`src/rtl/err_check_seq.sv`:
```
`default_nettype none
// ============================================================================
//  Module   : err_check_seq
//  Purpose  : Error-check sequencer for the linear-regression training path.
//             Issues each sample index, waits LAT cycles for the datapath,
//             pulses h_ld, accumulates a saturating sum of squared errors and
//             reports convergence against a runtime threshold.
//  Revision : 1.0 - initial release
// ============================================================================
module err_check_seq #(
    parameter int N_SAMPLES = 150,
    parameter int LAT       = 2,
    parameter int EW        = 16,
    parameter int AW        = 40,
    localparam int ADDR_W   = (N_SAMPLES > 1) ? $clog2(N_SAMPLES) : 1
) (
    input  logic                 clk,
    input  logic                 rst,
    input  logic                 start,
    input  logic                 abort,
    input  logic signed [EW-1:0] err_in,
    input  logic [AW-1:0]        threshold,
    output logic [ADDR_W-1:0]    sample_addr,
    output logic                 issue,
    output logic                 h_ld,
    output logic                 ready,
    output logic                 done,
    output logic [AW-1:0]        sse,
    output logic                 converged
);

    // State encoding
    localparam logic [2:0] c_IDLE   = 3'd0;
    localparam logic [2:0] c_ISSUE  = 3'd1;
    localparam logic [2:0] c_WAIT   = 3'd2;
    localparam logic [2:0] c_LOAD   = 3'd3;
    localparam logic [2:0] c_FINISH = 3'd4;

    // Wait counter only has to hold LAT-1
    localparam int CW = (LAT > 2) ? $clog2(LAT) : 1;
    localparam logic [CW-1:0]     c_WAIT_INIT = CW'((LAT > 0) ? (LAT - 1) : 0);
    localparam logic [ADDR_W-1:0] c_LAST      = ADDR_W'(N_SAMPLES - 1);

    logic [2:0]        r_state;
    logic [CW-1:0]     r_cnt;
    logic [ADDR_W-1:0] r_addr;
    logic [AW-1:0]     r_sse;
    logic              r_conv;
    logic              r_armed;
    logic              r_issue;
    logic              r_h_ld;
    logic              r_done;
    logic              r_ready;

    logic [2:0]               w_state_nxt;
    logic                     w_launch;
    logic                     w_abort;
    logic                     w_last;
    logic signed [2*EW-1:0]   w_prod;
    logic [2*EW-1:0]          w_sq;
    logic [AW:0]              w_sum;
    logic [AW-1:0]            w_sse_nxt;
    logic                     w_conv_nxt;

    // A held start launches only one run: armed must see start low first
    assign w_launch = (r_state == c_IDLE) && start && r_armed;
    assign w_abort  = abort && (r_state != c_IDLE);
    assign w_last   = (r_addr == c_LAST);

    // Signed square fits in 2*EW bits even for the most negative input,
    // so reinterpreting it as unsigned is exact
    assign w_prod     = err_in * err_in;
    assign w_sq       = w_prod;
    assign w_sum      = {1'b0, r_sse} + (AW + 1)'(w_sq);
    assign w_sse_nxt  = w_sum[AW] ? {AW{1'b1}} : w_sum[AW-1:0];
    assign w_conv_nxt = (w_sse_nxt < threshold);

    // Next-state selection; abort overrides every non-idle transition
    always_comb begin
        w_state_nxt = r_state;
        case (r_state)
            c_IDLE:   if (w_launch) w_state_nxt = c_ISSUE;
            c_ISSUE:  w_state_nxt = (LAT > 0) ? c_WAIT : c_LOAD;
            c_WAIT:   if (r_cnt == '0) w_state_nxt = c_LOAD;
            c_LOAD:   w_state_nxt = w_last ? c_FINISH : c_ISSUE;
            c_FINISH: w_state_nxt = c_IDLE;
            default:  w_state_nxt = c_IDLE;
        endcase
        if (w_abort) begin
            w_state_nxt = c_IDLE;
        end
    end

    // State, datapath registers and registered Moore strobes
    always_ff @(posedge clk or posedge rst) begin
        if (rst) begin
            r_state <= c_IDLE;
            r_cnt   <= '0;
            r_addr  <= '0;
            r_sse   <= '0;
            r_conv  <= 1'b0;
            r_armed <= 1'b1;
            r_issue <= 1'b0;
            r_h_ld  <= 1'b0;
            r_done  <= 1'b0;
            r_ready <= 1'b1;
        end else begin
            r_state <= w_state_nxt;
            r_issue <= (w_state_nxt == c_ISSUE);
            r_h_ld  <= (w_state_nxt == c_LOAD);
            r_done  <= (w_state_nxt == c_FINISH);
            r_ready <= (w_state_nxt == c_IDLE);

            if (!start) begin
                r_armed <= 1'b1;
            end else if (w_launch) begin
                r_armed <= 1'b0;
            end

            if (w_launch) begin
                r_addr <= '0;
                r_sse  <= '0;
                r_conv <= 1'b0;
            end

            if (w_abort) begin
                // Partial SSE is kept for inspection; the verdict is not
                r_conv <= 1'b0;
            end else begin
                case (r_state)
                    c_ISSUE: r_cnt <= c_WAIT_INIT;
                    c_WAIT: begin
                        if (r_cnt != '0) begin
                            r_cnt <= r_cnt - 1'b1;
                        end
                    end
                    c_LOAD: begin
                        r_sse <= w_sse_nxt;
                        if (w_last) begin
                            r_conv <= w_conv_nxt;
                        end else begin
                            r_addr <= r_addr + 1'b1;
                        end
                    end
                    default: ;
                endcase
            end
        end
    end

    assign sample_addr = r_addr;
    assign issue       = r_issue;
    assign h_ld        = r_h_ld;
    assign done        = r_done;
    assign ready       = r_ready;
    assign sse         = r_sse;
    assign converged   = r_conv;

endmodule
`default_nettype wire
```
`config.mk`:
```
export PLATFORM = sky130hd
export DESIGN_NAME = err_check_seq
export DESIGN_NICKNAME = d
export VERILOG_FILES = /design/src/rtl/err_check_seq.sv
export SDC_FILE = /design/constraint.sdc
export NUM_CORES = 1
export LEC_CHECK = 0
export ABC_AREA = 1
export CAP_MARGIN = 20
export CELL_PAD_IN_SITES_DETAIL_PLACEMENT = 1
export CELL_PAD_IN_SITES_GLOBAL_PLACEMENT = 1
export CORE_UTILIZATION = 45
export CTS_BUF_LIST = sky130_fd_sc_hd__clkbuf_2
export DETAILED_ROUTE_END_ITERATION = 8
export PLACE_DENSITY_LB_ADDON = 0.1
export SETUP_SLACK_MARGIN = 0.3
export SYNTH_ARGS = -nofsm -noshare
export SYNTH_HDL_FRONTEND = slang
export SYNTH_SLANG_ARGS = --single-unit
```
`constraint.sdc`:
```
create_clock -name clk -period 3.9 [get_ports clk]
set_clock_uncertainty 0.1 [all_clocks]
set_input_delay 1.17 -clock clk [delete_from_list [all_inputs] [get_ports clk]]
set_output_delay 1.17 -clock clk [all_outputs]
set_load 0.02 [all_outputs]
```
==> results of run 1 <==
[synthesized netlist by cell type (all sizes together) (2+ instances only)]
library cell	count	area [µm²]
a21oi	103	553.0
dfstp	2	52.55
nor3	18	100.1
dlygate4sd1	2	17.52
a21o	10	75.07
o31ai	5	42.54
dfrtp	56	1401
a31oi	16	100.1
nor3b	2	15.01
nand3	86	445.4
o211ai	4	35.03
buf	6	51.30
nor4	12	108.9
a31o	3	26.28
nor2	109	424.2
inv	551	2071
xor2	30	262.8
fa	238	4765
ha	162	2027
a211oi	5	37.54
nand2	377	1428
a21boi	2	15.01
xnor2	20	175.2
o21bai	9	71.32
nand3b	3	22.52
clkbuf	41	163.9
or2	16	100.1
nand4	11	68.82
o21ai	75	439.2
o21a	5	37.54
o221ai	2	23.77
[logic make-up after synthesis]
kind of cell             Yosys count  synth area share
buffers and inverters            600            0.1516
adder cells (fa/ha/maj)          400            0.4469
flip-flops                        58           0.09568
multiplexers                       1         0.0006587
XOR/XNOR                          50           0.02882
AO/OA/AOI/OAI                    241           0.09700
AND/OR/NAND/NOR                  636            0.1793
[per-layer routing]
metal / overflow / GRT usage
met1: 15 / 0.8301
met3: 8 / 0.7323
met2: 508 / 1.048
met5: 1 / 0.3644
met4: 258 / 0.9770
[through the flow]
step	hold WS (ps)	worst slack, ps	TNS [ps]	instance area (µm²)	std cells
floorplan	347.9	-4968	-160190	15650	1986
global placement	368.3	-6559	-211430	20030	2903
detailed placement	382.7	-6834	-220960	20030	2903
CTS	411.3	-5228	-161800	22760	3034
[what timing repair did]
| item | CTS |
|---|---|
| gates cloned | 7 |
| setup buffers | 108 |
| endpoints found under the setup margin | 41 |
| gates resized for setup | 465 |
| pin swaps | 201 |
==> results_dict.tcl, run 1 <==
set metrics [dict create \
    outcome "did not finish" \
    stop_stage "global routing (5_1_grt)" \
    firstError "[ERROR GRT-0232] Routing congestion too high. Check the congestion heatmap in the GUI." \
    gp_congestion 0.9283 \
    worstEndpointType "register input" \
    yosysSeqAreaShare 0.09568 \
    synth.cell_area_um2 15200 \
    syn_avg_cell_area_um2 7.651 \
    overflow 790 \
    async_flop_share 1.000 \
    synth-edff-count 0 \
    cts_hold_buf 0 \
    synthCells 1986 \
    synth_cell_types 56 \
    synth_nets 2446 \
    cts_buffers 9 \
    boundaryPins 113 \
    start_util 0.4623 \
    dieWidth_um 185.8 \
    grt_usage 0.8767 \
    portBuffers 112 \
    num_rows 66 \
    cts_sinks 58 \
    yosys_warnings 0 \
    dpl.hpwl_um 48600 \
    grt_max_degree 47 \
    synth_ff_type "dfrtp_1" \
    cts_buffer_depth 2 \
    yosys_register_bits 58 \
    htree_levels 3 \
    crit_endpoint "converged$_DFF_PP0_/D" \
    die_y_um 185.8 \
    cts_root_buf "clkbuf_2" \
]
==> inputs of run 2 (changes only) <==
==> config.mk (replaced) <==
export PLATFORM = sky130hd
export DESIGN_NAME = err_check_seq
export DESIGN_NICKNAME = d
export VERILOG_FILES = /design/src/rtl/err_check_seq.sv
export SDC_FILE = /design/constraint.sdc
export NUM_CORES = 1
export LEC_CHECK = 0
export ABC_AREA = 1
export CAP_MARGIN = 20
export CORE_UTILIZATION = 30
export DETAILED_ROUTE_END_ITERATION = 8
export PLACE_DENSITY_LB_ADDON = 0.15
export SYNTH_ARGS = -nofsm -noshare
export SYNTH_HDL_FRONTEND = slang
export SYNTH_SLANG_ARGS = --single-unit
==> results_dict.tcl, run 2 <==
set metrics [dict create \
    outcome "complete, but fails checks" \
    violations "design-rule violations, negative setup slack" \
    cts_buffer_depth 2 \
    tns_ps -171490 \
    synth_ff_type "dfrtp_1" \
    synthCells 1986 \
    cpMaxStageDelayCell "fa_2" \
    timing.final.crit_share 2.365 \
    yosys_warnings 0 \
    cts_buffers 9 \
    overflow 0 \
    grt_pass1_wl_um 82280 \
    placed_area_um2 20250 \
    cts_tree "built" \
    grt_max_degree 47 \
    yosysSeqAreaShare 0.09568 \
    synth.most_common_cell "inv_1" \
    start_util 0.3035 \
    yosysTopAreaCell "fa_1" \
    antenna_found_initial 0 \
    met1_length_um 22710 \
    holdWs_ps 390.0 \
    grt_usage 0.2053 \
    grt_pass1_vias 15639 \
    die_y_um 227.1 \
    gp_congestion 0.8628 \
    critPathKind "in -> reg" \
    timing.fmax_mhz 108.4 \
    endpoint_kind "register" \
    detail-route-antenna-nets 0 \
    wl_per_cell_um 15.72 \
    cts_root_buf "clkbuf_16" \
    cp_max_fo 8 \
    met2WireLength_um 26030 \
    synth.top_cells.by_area "fa_1 31%, inv_1 14%, ha_1 13%" \
    highest_layer "met4" \
    boundaryPins 113 \
    start_kind "input port" \
    first_pass_iters 7 \
    pre_cts_ws_ps -6730 \
    via_count 14406 \
    final_cell_mix "480 x inv_1, 412 x buf_4, 295 x nand2_1" \
    synth_nets 2446 \
    clk_latency_ps 350 \
    nNetsFinal 3014 \
    wirelength_um 50780 \
    cts_sinks 58 \
    path_common_cell "nand2_2" \
    worstPathArrival_ps 9390 \
    hold_class "reg -> reg" \
    synth_top_area_share 0.3135 \
    maxSlewViolCount 0 \
    wl_met3_um 1194 \
    syn_to_final_growth_pct 53.44 \
    grt_setup_unrepaired "true" \
    portBuffers 112 \
    max_slew.worst_pin.slew_ps 843.8 \
    htree_levels 3 \
    path_clk_slew_ps 60 \
    cap_violations 0 \
    dieWidth_um 227.1 \
    yosys_register_bits 58 \
    vias_per_cell 4.459 \
    synth_cell_types 56 \
    syn_avg_cell_area_um2 7.651 \
    setup_viol 41 \
    synth.cell_area_um2 15200 \
    fin_crit_ps 9224 \
    relSlewSlack 0.4366 \
    max_stage_delay_ps 620 \
    worst_slack_ps -5324 \
    synth-edff-count 0 \
    cp_data_required_time_ps 4070 \
    num_rows 82 \
    mostFrequentLayoutCell "inv_1" \
    hold_viol 0 \
    drive_gt1_frac 0.3634 \
    dpl.hpwl_um 40760 \
    yosys-top-cells-count "547 x inv_1, 372 x nand2_1, 238 x fa_1, 162 x ha_1, 105 x nor2_1" \
    coreArea_um2 50070 \
    fillCellCount 4985 \
    async_flop_share 1.000 \
    dieArea_um2 51560 \
    drcViolationCount 1 \
    drtIter0Drc 485 \
    finalInstanceArea_um2 23320 \
    largest_reg_flops 40 \
    num_antenna_cells 0 \
]
## run 2: cell counts after synthesis
No cell type changed its count.
## run 2: what timing repair did
| item | in CTS | in global routing |
|---|---|---|
| endpoints found under the setup margin | 41 | 41 |
| hold endpoints to repair | 0 | 0 |
| resized for setup | 374 | 169 |
| buffers inserted | 74 | 33 |
| cloned | 8 | 0 |
| hold buffers | 0 | 0 |
| pin swaps | 210 | 134 |
## run 2: worst max-delay path, delay by kind of cell
| kind | cells | cell delay (ps) |
|---|---|---|
| buffers and inverters | 11 | 1080 |
| AO/OA/AOI/OAI | 13 | 2050 |
| AND/OR/NAND/NOR | 9 | 610 |
| XOR/XNOR | 1 | 350 |
| adder cells (fa/ha/maj) | 9 | 4080 |
## run 2: logic make-up (layout without fill, tap and decap cells)
family | after synthesis | in the layout | share of synthesized area
compound gates | 241 | 241 | 0.09700
flops | 58 | 58 | 0.09568
mux | 1 | 1 | 0.0006587
fa+ha+maj | 400 | 400 | 0.4469
xor+xnor | 50 | 50 | 0.02882
buf+inv | 600 | 1173 | 0.1516
simple gates | 636 | 636 | 0.1793
## run 2: worst paths after layout
check / depth (start not counted) / start / endpoint / slack, ps
worst max-delay path: 43 / err_in[15] / converged$_DFF_PP0_ / -5320
worst min-delay path: 2 / r_cnt$_DFFE_PP0P_ / r_cnt$_DFFE_PP0P_ / 390
worst max register to register: 23 / sse[9]$_DFF_PP0_ / converged$_DFF_PP0_ / 90
worst min register to register: 2 / r_cnt$_DFFE_PP0P_ / r_cnt$_DFFE_PP0P_ / 390
max in group asynchronous: 3 / rst / sse[28]$_DFF_PP0_ / 1730
min in group asynchronous: 2 / rst / sse[10]$_DFF_PP0_ / 1210
## run 2: area by class of cell
| type | instances | area, µm² | share of cell area |
|---|---|---|---|
| clock buffer | 10 | 239.0 | 0.01025 |
| timing repair buffer | 606 | 5488 | 0.2354 |
| clock inverter | 6 | 41.29 | 0.001771 |
| inverter | 551 | 2086 | 0.08946 |
| tap | 672 | 840.8 | 0.03606 |
| multi-input combinational | 1328 | 13170 | 0.5647 |
| sequential | 58 | 1454 | 0.06236 |
## run 2: metal layers
metal	track usage	up-vias
met5	0	-
met4	0.03745	0
met3	0.01523	43
met2	0.3750	203
met1	0.2657	7002
li1	-	7158
## run 2: stage by stage
step	utilization	instances
2_1_floorplan	-	1986
3_3_place_gp	0.4045	3112
3_5_place_dp	0.4045	3112
4_1_cts	0.4492	3204
5_1_grt	0.4657	3231
6_report	0.4657	3231
Power of run 2 is not shown: default switching activity piles up to over one toggle a cycle in this logic, so the estimate is an artifact.
